[src/rtl/vdp_super_vram_slot_arbiter.sv]
// Super-res VRAM slot arbiter.
// Time is cut into 4-clock access groups aligned to cx[1:0]. One clock before a
// group starts (phase 3) a single owner is chosen for it: display fetch, the CPU
// or command port (round robin), SDRAM refresh, or nobody. The chosen access is
// presented to the SDRAM controller unchanged for the whole group.
module vdp_super_vram_slot_arbiter #(
    parameter int ADDR_W     = 18,
    parameter int REF_MAX    = 7,
    parameter int REF_URGENT = 4
) (
    input  logic              clk,
    input  logic              reset_n,
    input  logic              enable,
    input  logic [9:0]        cx,
    input  logic              disp_req,
    input  logic [ADDR_W-1:0] disp_addr,
    input  logic              cpu_req,
    input  logic              cpu_we,
    input  logic [ADDR_W-1:0] cpu_addr,
    input  logic [31:0]       cpu_wdata,
    input  logic [3:0]        cpu_wmask,
    output logic              cpu_ack,
    output logic [31:0]       cpu_rdata,
    input  logic              cmd_req,
    input  logic              cmd_we,
    input  logic [ADDR_W-1:0] cmd_addr,
    input  logic [31:0]       cmd_wdata,
    input  logic [3:0]        cmd_wmask,
    output logic              cmd_ack,
    output logic [31:0]       cmd_rdata,
    input  logic              refresh_req,
    output logic [ADDR_W-1:0] vram_addr,
    output logic              vram_we,
    output logic [31:0]       vram_wdata,
    output logic [3:0]        vram_wmask,
    output logic              vram_refresh,
    input  logic [31:0]       vram_rdata,
    output logic [1:0]        owner
);

    localparam logic [1:0] OWN_IDLE = 2'd0;
    localparam logic [1:0] OWN_DISP = 2'd1;
    localparam logic [1:0] OWN_REQ  = 2'd2;
    localparam logic [1:0] OWN_REF  = 2'd3;

    localparam logic [2:0] REF_MAX_C    = 3'(REF_MAX);
    localparam logic [2:0] REF_URGENT_C = 3'(REF_URGENT);

    // Only the group phase matters; the column number itself is irrelevant here.
    logic [1:0] phase;
    logic       unused_cx;
    assign phase     = cx[1:0];
    assign unused_cx = ^cx[9:2];

    logic       decide;
    assign decide = (phase == 2'd3);

    logic [2:0] ref_pending;   // refresh requests not yet served
    logic       rr_cmd;        // round-robin preference: 0 = CPU next, 1 = command next
    logic       sel_cmd;       // requester group belongs to the command port
    logic [1:0] next_owner;
    logic       next_cmd;
    logic       want_cpu;
    logic       want_cmd;
    logic       ref_dec;

    assign want_cpu = enable & cpu_req;
    assign want_cmd = enable & cmd_req;
    assign ref_dec  = decide && (next_owner == OWN_REF);

    // Owner selection for the next group in fixed priority order.
    always_comb begin
        // NOTE: every output of this block gets a default first so no path leaves it unassigned (no latch).
        next_owner = OWN_IDLE;
        next_cmd   = 1'b0;
        if (enable && disp_req) begin
            next_owner = OWN_DISP;
        end else if (ref_pending >= REF_URGENT_C) begin
            next_owner = OWN_REF;
        end else if (want_cpu || want_cmd) begin
            next_owner = OWN_REQ;
            next_cmd   = want_cmd & (~want_cpu | rr_cmd);
        end else if (ref_pending != 3'd0) begin
            next_owner = OWN_REF;
        end
    end

    // Register the winner and its access at the decision edge; hold for the group.
    always_ff @(posedge clk or negedge reset_n) begin
        // NOTE: state is updated with non-blocking assignments so every read sees the pre-edge value.
        if (!reset_n) begin
            owner        <= OWN_IDLE;
            sel_cmd      <= 1'b0;
            rr_cmd       <= 1'b0;
            vram_addr    <= '0;
            vram_we      <= 1'b0;
            vram_wdata   <= '0;
            vram_wmask   <= '0;
            vram_refresh <= 1'b0;
        end else if (decide) begin
            owner        <= next_owner;
            sel_cmd      <= next_cmd;
            vram_we      <= 1'b0;
            vram_refresh <= 1'b0;
            case (next_owner)
                OWN_DISP: vram_addr <= disp_addr;
                OWN_REQ: begin
                    rr_cmd <= ~next_cmd;
                    if (next_cmd) begin
                        vram_addr  <= cmd_addr;
                        vram_we    <= cmd_we;
                        vram_wdata <= cmd_wdata;
                        vram_wmask <= cmd_wmask;
                    end else begin
                        vram_addr  <= cpu_addr;
                        vram_we    <= cpu_we;
                        vram_wdata <= cpu_wdata;
                        vram_wmask <= cpu_wmask;
                    end
                end
                OWN_REF: vram_refresh <= 1'b1;
                default: ;
            endcase
        end
    end

    // Pending-refresh counter: pulses add, refresh grants subtract, both at once cancel.
    always_ff @(posedge clk or negedge reset_n) begin
        if (!reset_n) begin
            ref_pending <= 3'd0;
        end else if (ref_dec && !refresh_req) begin
            ref_pending <= ref_pending - 3'd1;
        end else if (!ref_dec && refresh_req && (ref_pending != REF_MAX_C)) begin
            ref_pending <= ref_pending + 3'd1;
        end
    end

    // Requester completion: capture read data at the phase-1 edge, ack during phase 2.
    always_ff @(posedge clk or negedge reset_n) begin
        if (!reset_n) begin
            cpu_ack   <= 1'b0;
            cmd_ack   <= 1'b0;
            cpu_rdata <= '0;
            cmd_rdata <= '0;
        end else begin
            cpu_ack <= 1'b0;
            cmd_ack <= 1'b0;
            if (phase == 2'd1 && owner == OWN_REQ) begin
                if (sel_cmd) begin
                    cmd_ack <= 1'b1;
                    if (!vram_we) cmd_rdata <= vram_rdata;
                end else begin
                    cpu_ack <= 1'b1;
                    if (!vram_we) cpu_rdata <= vram_rdata;
                end
            end
        end
    end

endmodule

[config.mk]
export PLATFORM = sky130hd
export DESIGN_NAME = vdp_super_vram_slot_arbiter
export DESIGN_NICKNAME = d
export VERILOG_FILES = /design/src/rtl/vdp_super_vram_slot_arbiter.sv
export SDC_FILE = /design/constraint.sdc
export NUM_CORES = 1
export LEC_CHECK = 0
export CAP_MARGIN = 25
export CORE_MARGIN = 3
export CORE_UTILIZATION = 45
export DETAILED_ROUTE_END_ITERATION = 8
export DONT_BUFFER_PORTS = 1
export MAX_ROUTING_LAYER = met4
export PLACE_DENSITY = 0.61
export SLEW_MARGIN = 20
export SYNTH_ARGS = -nofsm -noshare
export SYNTH_HDL_FRONTEND = slang
export SYNTH_SLANG_ARGS = --single-unit
[constraint.sdc]
create_clock -name clk -period 3.3 [get_ports clk]
set_input_delay 0.66 -clock clk [delete_from_list [all_inputs] [get_ports clk]]
set_output_delay 0.66 -clock clk [all_outputs]
set_load 0.005 [all_outputs]
# --- Word-level counts from Yosys, hierarchy flattened ---
# Cells that the tools add are included.
op_classes:
  addsub: 2
  order_cmp: 1
  bitwise: 8
  mux: 20
  n_eq_ne: 7
  n_reduce_logical: 16
op_table:
  columns: ["operator", "count"]
  rows:
  - ["$pmux W18 S2", 1]
  - ["$mux W32", 1]
  - ["$mux W18", 1]
  - ["$mux W1", 10]
  - ["$eq A2 B2 Y1 const B", 4]
  - ["$mux W2", 4]
  - ["$logic_and A1 B1 Y1", 6]
  - ["$mux W3", 2]
  - ["$reduce_and A3 Y1", 2]
  - ["$eq A2 B1 Y1 const B", 2]
  - ["$mux W4", 1]
  - ["$not A1 Y1", 4]
  - ["$reduce_and A2 Y1", 2]
  - ["$reduce_bool A2 Y1", 2]
  - ["$add A3 B1 Y3 const B", 1]
  - ["$and A1 B1 Y1", 3]
  - ["$ge A3 B3 Y1 const B", 1]
  - ["$ne A3 B3 Y1 const B", 1]
  - ["$reduce_bool A3 Y1", 1]
  - ["$sub A3 B1 Y3 const B", 1]
  - ["$logic_not A1 Y1", 2]
  - ["$logic_or A1 B1 Y1", 1]
  - ["$or A1 B1 Y1", 1]
totals:
  regBits: 129
  inputBits: 177
  word_cells: 67
  output_inout_bits: 124

# --- Logic depth before layout (Yosys ltp) ---
depth:
  word_depth: 12
  ltp_mapped: 11
  ltp_nobuf: 11

# --- Worst setup path before layout ---
# No wires, ideal clock.
synth_path:
  path_kind: "input to register"
  startpoint: "in cpu_req"
  endpoint: "reg ref_pending[2]"
  n_path_buf: 0
  path_stages: 11
  path_slack_ns: 0.708
  setup_ns: 0.129
  required_time_ns: 3.171
  arrival_time_ns: 2.462
  path_cell_list: "o21ai_0 -> a221oi_1 -> inv_1 -> ha_1 -> nand3_1 -> or2_2 -> fa_1 -> nor2b_1 -> o211ai_1 -> nand3b_1 -> o21ai_0"
synth_via:
  elab_chain_len: 11
synth_rtl:
  columns: ["item", "line", "rtl"]
  rows:
  - ["start: declaration", "17", "input logic cpu_req,"]
  - ["$and A1 B1 Y1 (*)", "67", "assign want_cpu = enable & cpu_req;"]
  - ["$logic_or A1 B1 Y1 (*)", "80", "end else if (want_cpu || want_cmd) begin"]
  - ["$mux W2 (*)", "80", null]
  - ["$mux W2 (*)", "78", "end else if (ref_pending >= REF_URGENT_C) begin"]
  - ["$mux W2 (*)", "76", "if (enable && disp_req) begin"]
  - ["via next_owner[0]", "61", "logic [1:0] next_owner;"]
  - ["$eq A2 B2 Y1 (*)", "69", "assign ref_dec = decide && (next_owner == OWN_REF);"]
  - ["$logic_and A1 B1 Y1 (*)", "69", null]
  - ["$logic_not A1 Y1", "133", "end else if (!ref_dec && refresh_req && (ref_pending != REF_MAX_C)) begin"]
  - ["$logic_and A1 B1 Y1 (2 in series)", "133", null]
  - ["$reduce_bool A2 Y1 (no line)", null, null]
  - ["end signal: assignment", "132", "ref_pending <= ref_pending - 3'd1;"]
  - ["end signal: assignment", "134", "ref_pending <= ref_pending + 3'd1;"]
  - ["end: declaration", "58", "logic [2:0] ref_pending;"]
# Mark *: on every way through the listed nets, which the timed path passes. The rest lies on a longest branch.
# A chain may end at the register's enable or synchronous reset.

# --- Worst setup path in the final report ---
layout_path:
  startpoint: "reg ref_pending[1]"
  endpoint: "reg ref_pending[1]"
layout_via:
  elab_chain_len: 11
layout_rtl:
  columns: ["item", "line", "rtl"]
  rows:
  - ["$reduce_bool A3 Y1", "83", "end else if (ref_pending != 3'd0) begin"]
  - ["$mux W2", "83", null]
  - ["$mux W2", "80", null]
  - ["$mux W2 (*)", "78", null]
  - ["$mux W2 (*)", "76", null]
  - ["via next_owner[0]", "61", null]
  - ["$eq A2 B2 Y1 (*)", "69", null]
  - ["$logic_and A1 B1 Y1 (*)", "69", null]
  - ["$logic_not A1 Y1", "133", null]
  - ["$logic_and A1 B1 Y1 (2 in series)", "133", null]
  - ["$reduce_bool A2 Y1 (no line)", null, null]
# Mark *: on every way through the listed nets, which the timed path passes. The rest lies on a longest branch. The select of a mux whose other input is x is not followed.

==> results.toml <==
[routing]
ant_nets = 0
wirelength_um = 13300
wl_per_cell_um = 20.4
firstDrtPassIters = 5
num_vias = 3596
vias_per_cell = 5.51
drc_errors = 0
drt_iter0_drc = 175

[sta]
skew_ps = 14.6
fin_tns_setup_ps = 0
tightest_slew_ps = 671
rsz0062_at_grt = "no"
hold_slack_ps = -51.8
fin_crit_sh_pct = 84.1
hold_violations = 74
maxSlewViolCount = 0
setup_viol = 0
max_freq_mhz = 360
finalCriticalPeriod_ps = 2770
slew_headroom_pct = 55.3

[floorplan]
start_util_pct = 46.9
die_h_um = 119
ios = 301
die-area_mm2 = 0.0142
core.rowCount = 40
coreArea_mm2 = 0.0123
die_x_um = 119

[finish]
utilization_pct = 52.9
drive_gt1_share_pct = 22.9
num_antenna_cells = 0
final_cells = 653
nNetsFinal = 653
syn_to_final_growth_pct = 12.7

[placed_design]
dp.cells = 621
routabilityCongestion = 0.762
hpwl_um = 9730
port_buffers = 0

[worst_setup_path]
cp.required_ps = 3630
criticalPathCategory = "register to register"
startpoint_type = "register"
reg2reg_slack_ps = 530
cp_max_fo = 9
crit_start = "ref_pending[1]"
cp_data_arrival_time_ps = 3100
crit_path_end_kind = "register"
r2r_start = "ref_pending[1]"

[power_and_ir_drop]
switching_power_uw = 1720
seqPwrFrac_pct = 49.0
internal-power_uw = 4030
ir_drop_mv = 0.366
p_sw_share_pct = 29.9
combPwrFrac_pct = 17.6
p_total_uw = 5750
power_density_mw_per_mm2 = 886
p_leak_uw = 0.00314
clockPowerShare_pct = 33.4

[synthesis]
syn-cell-area_mm2 = 0.00575
yosysMostFrequentCell = "dfrtp_1"
syn_avg_cell_area_um2 = 12.0
async_flop_share_pct = 100
yosys-top-cells-count = "dfrtp_1, nand2_1, mux2i_1, o21ai_0, a31oi_1"
synth_fp_nets = 658
synth_top_area_share_pct = 56.1
yosysSeqAreaShare_pct = 56.1
synth_area_leaders = "dfrtp_1, mux2_4, mux2_2, mux2i_1, nand2_1"
yosys.area.top_type = "dfrtp_1"
syn_inst = 478
synth-seq-cells = 129
synth_edf_count = 0
synth_ff_type = "dfrtp_1"
synth_cell_type_count = 33
yosys_warnings = 0

[clock_network]
clockBufferDepth = 2
htree_levels = 4
clock-sinks = 129
cts.reportedPaths.clkPinSlew_ps = 60
cts_tree = "built"
cts_setup_buffers = 0
cts_resized = 0
cts_buffers = 17
clk_latency_ps = 410
ctsRootBufferMaster = "clkbuf_16"

[global_routing]
grt_start_max_net_pins = 130
grt_pass1_wl_um = 21300
grt_overflow = 0
antenna_found_initial = 0
grt_usage_pct = 19.7
first_global_vias = 4020

[outcome]
violations = "hold timing"
outcome = "finished, violations left"

[job]
maxCapViolCount = 0

[min_path]
hold_class = "input pin to asynchronous set/reset pin"
placed cells by master (no fill, tap or decap), types with 2 or more instances in the layout:
master	count
a31oi_1	37
clkbuf_8	2
dfrtp_1	129
ha_1	2
nor2b_1	21
clkbuf_16	17
a21oi_1	4
inv_1	4
o21ai_1	3
nand3_1	2
mux2_4	30
clkinv_2	3
bufinv_16	3
mux2_1	2
mux2i_1	38
nor2_1	22
or2_2	3
inv_6	3
mux2_2	34
clkinvlp_4	2
o21ai_0	38
buf_4	7
nand2_1	64
logic make-up after synthesis:
kind of cell               count (synthesis)  synth area share [%]
muxes                                    104                  21.5
DFF                                      129                  56.1
and+or+nand+nor                          121                  10.0
buffers and inverters                     36                  3.22
adders and majority gates                  3                 0.783
AOI/OAI and AO/OA                         85                  8.35
layout make-up:
| cell class | instances | area [µm²] |
|---|---|---|
| Fill cell | 1042 | 5780 |
| Sequential cell | 129 | 3230 |
| Multi-Input combinational cell | 313 | 2350 |
| Clock buffer | 19 | 453 |
| Tap cell | 168 | 210 |
| Clock inverter | 12 | 155 |
| Timing Repair Buffer | 8 | 72.6 |
| Inverter | 4 | 15.0 |
registers in the layout, summed over array words and instances, names as in the netlist:
register and count:
vram_wmask 4, ref_pending 3, owner 2, sel_cmd 1, vram_refresh 1, vram_wdata 32
cpu_rdata 32, cmd_rdata 32, cpu_ack 1, vram_we 1, rr_cmd 1, cmd_ack 1
vram_addr 18
per-layer routing:
metal,global-route usage (%),part of all wire (%),vias to the layer above
li1,-,-,1660
met2,32.3,49,190
met1,21.0,38,1728
met5,-,0,-
met3,8.74,11,18
met4,7.24,1.8,0
worst paths after layout:
kind	end	cells after the start
hold reg to reg	rr_cmd	1
setup / recovery	ref_pending[1]	10
max in group asynchronous	cmd_rdata[18]	0
setup reg to reg	ref_pending[1]	10
hold / removal	cmd_rdata[16]	0
min in group clk	vram_addr[0]	2
stage by stage:
| stage | hold slack [ps] | worst slack, ps | instance area [µm²] |
|---|---|---|---|
| 6_report | -51.8 | 526 | 6480 |
| 5_1_grt | -83.0 | 285 | 6480 |
| 4_1_cts | -73.1 | 550 | 6460 |
| 3_5_place_dp | 367 | 413 | 5860 |
| 3_3_place_gp | 367 | 570 | 5860 |
| 2_1_floorplan | 364 | 708 | 5750 |
power by group through the flow:
stage	Combinational [µW]	Clock [µW]	Sequential [µW]
6_report	1010	1920	2810
5_1_grt	1180	2040	2900
4_1_cts	1030	1970	2830
3_5_place_dp	1030	0	2850
3_3_place_gp	967	0	2840
2_1_floorplan	889	0	2630
critical path: stages (launching register included):
cell and delay, ps:
dfrtp_1 410, or2_2 340, a221oi_1 400, inv_1 90, ha_1 210, nand3_1 250
or2_2 210, fa_1 450, nor2b_1 150, a21oi_1 50, a21oi_1 140
(Power assumes the default switching activity.)
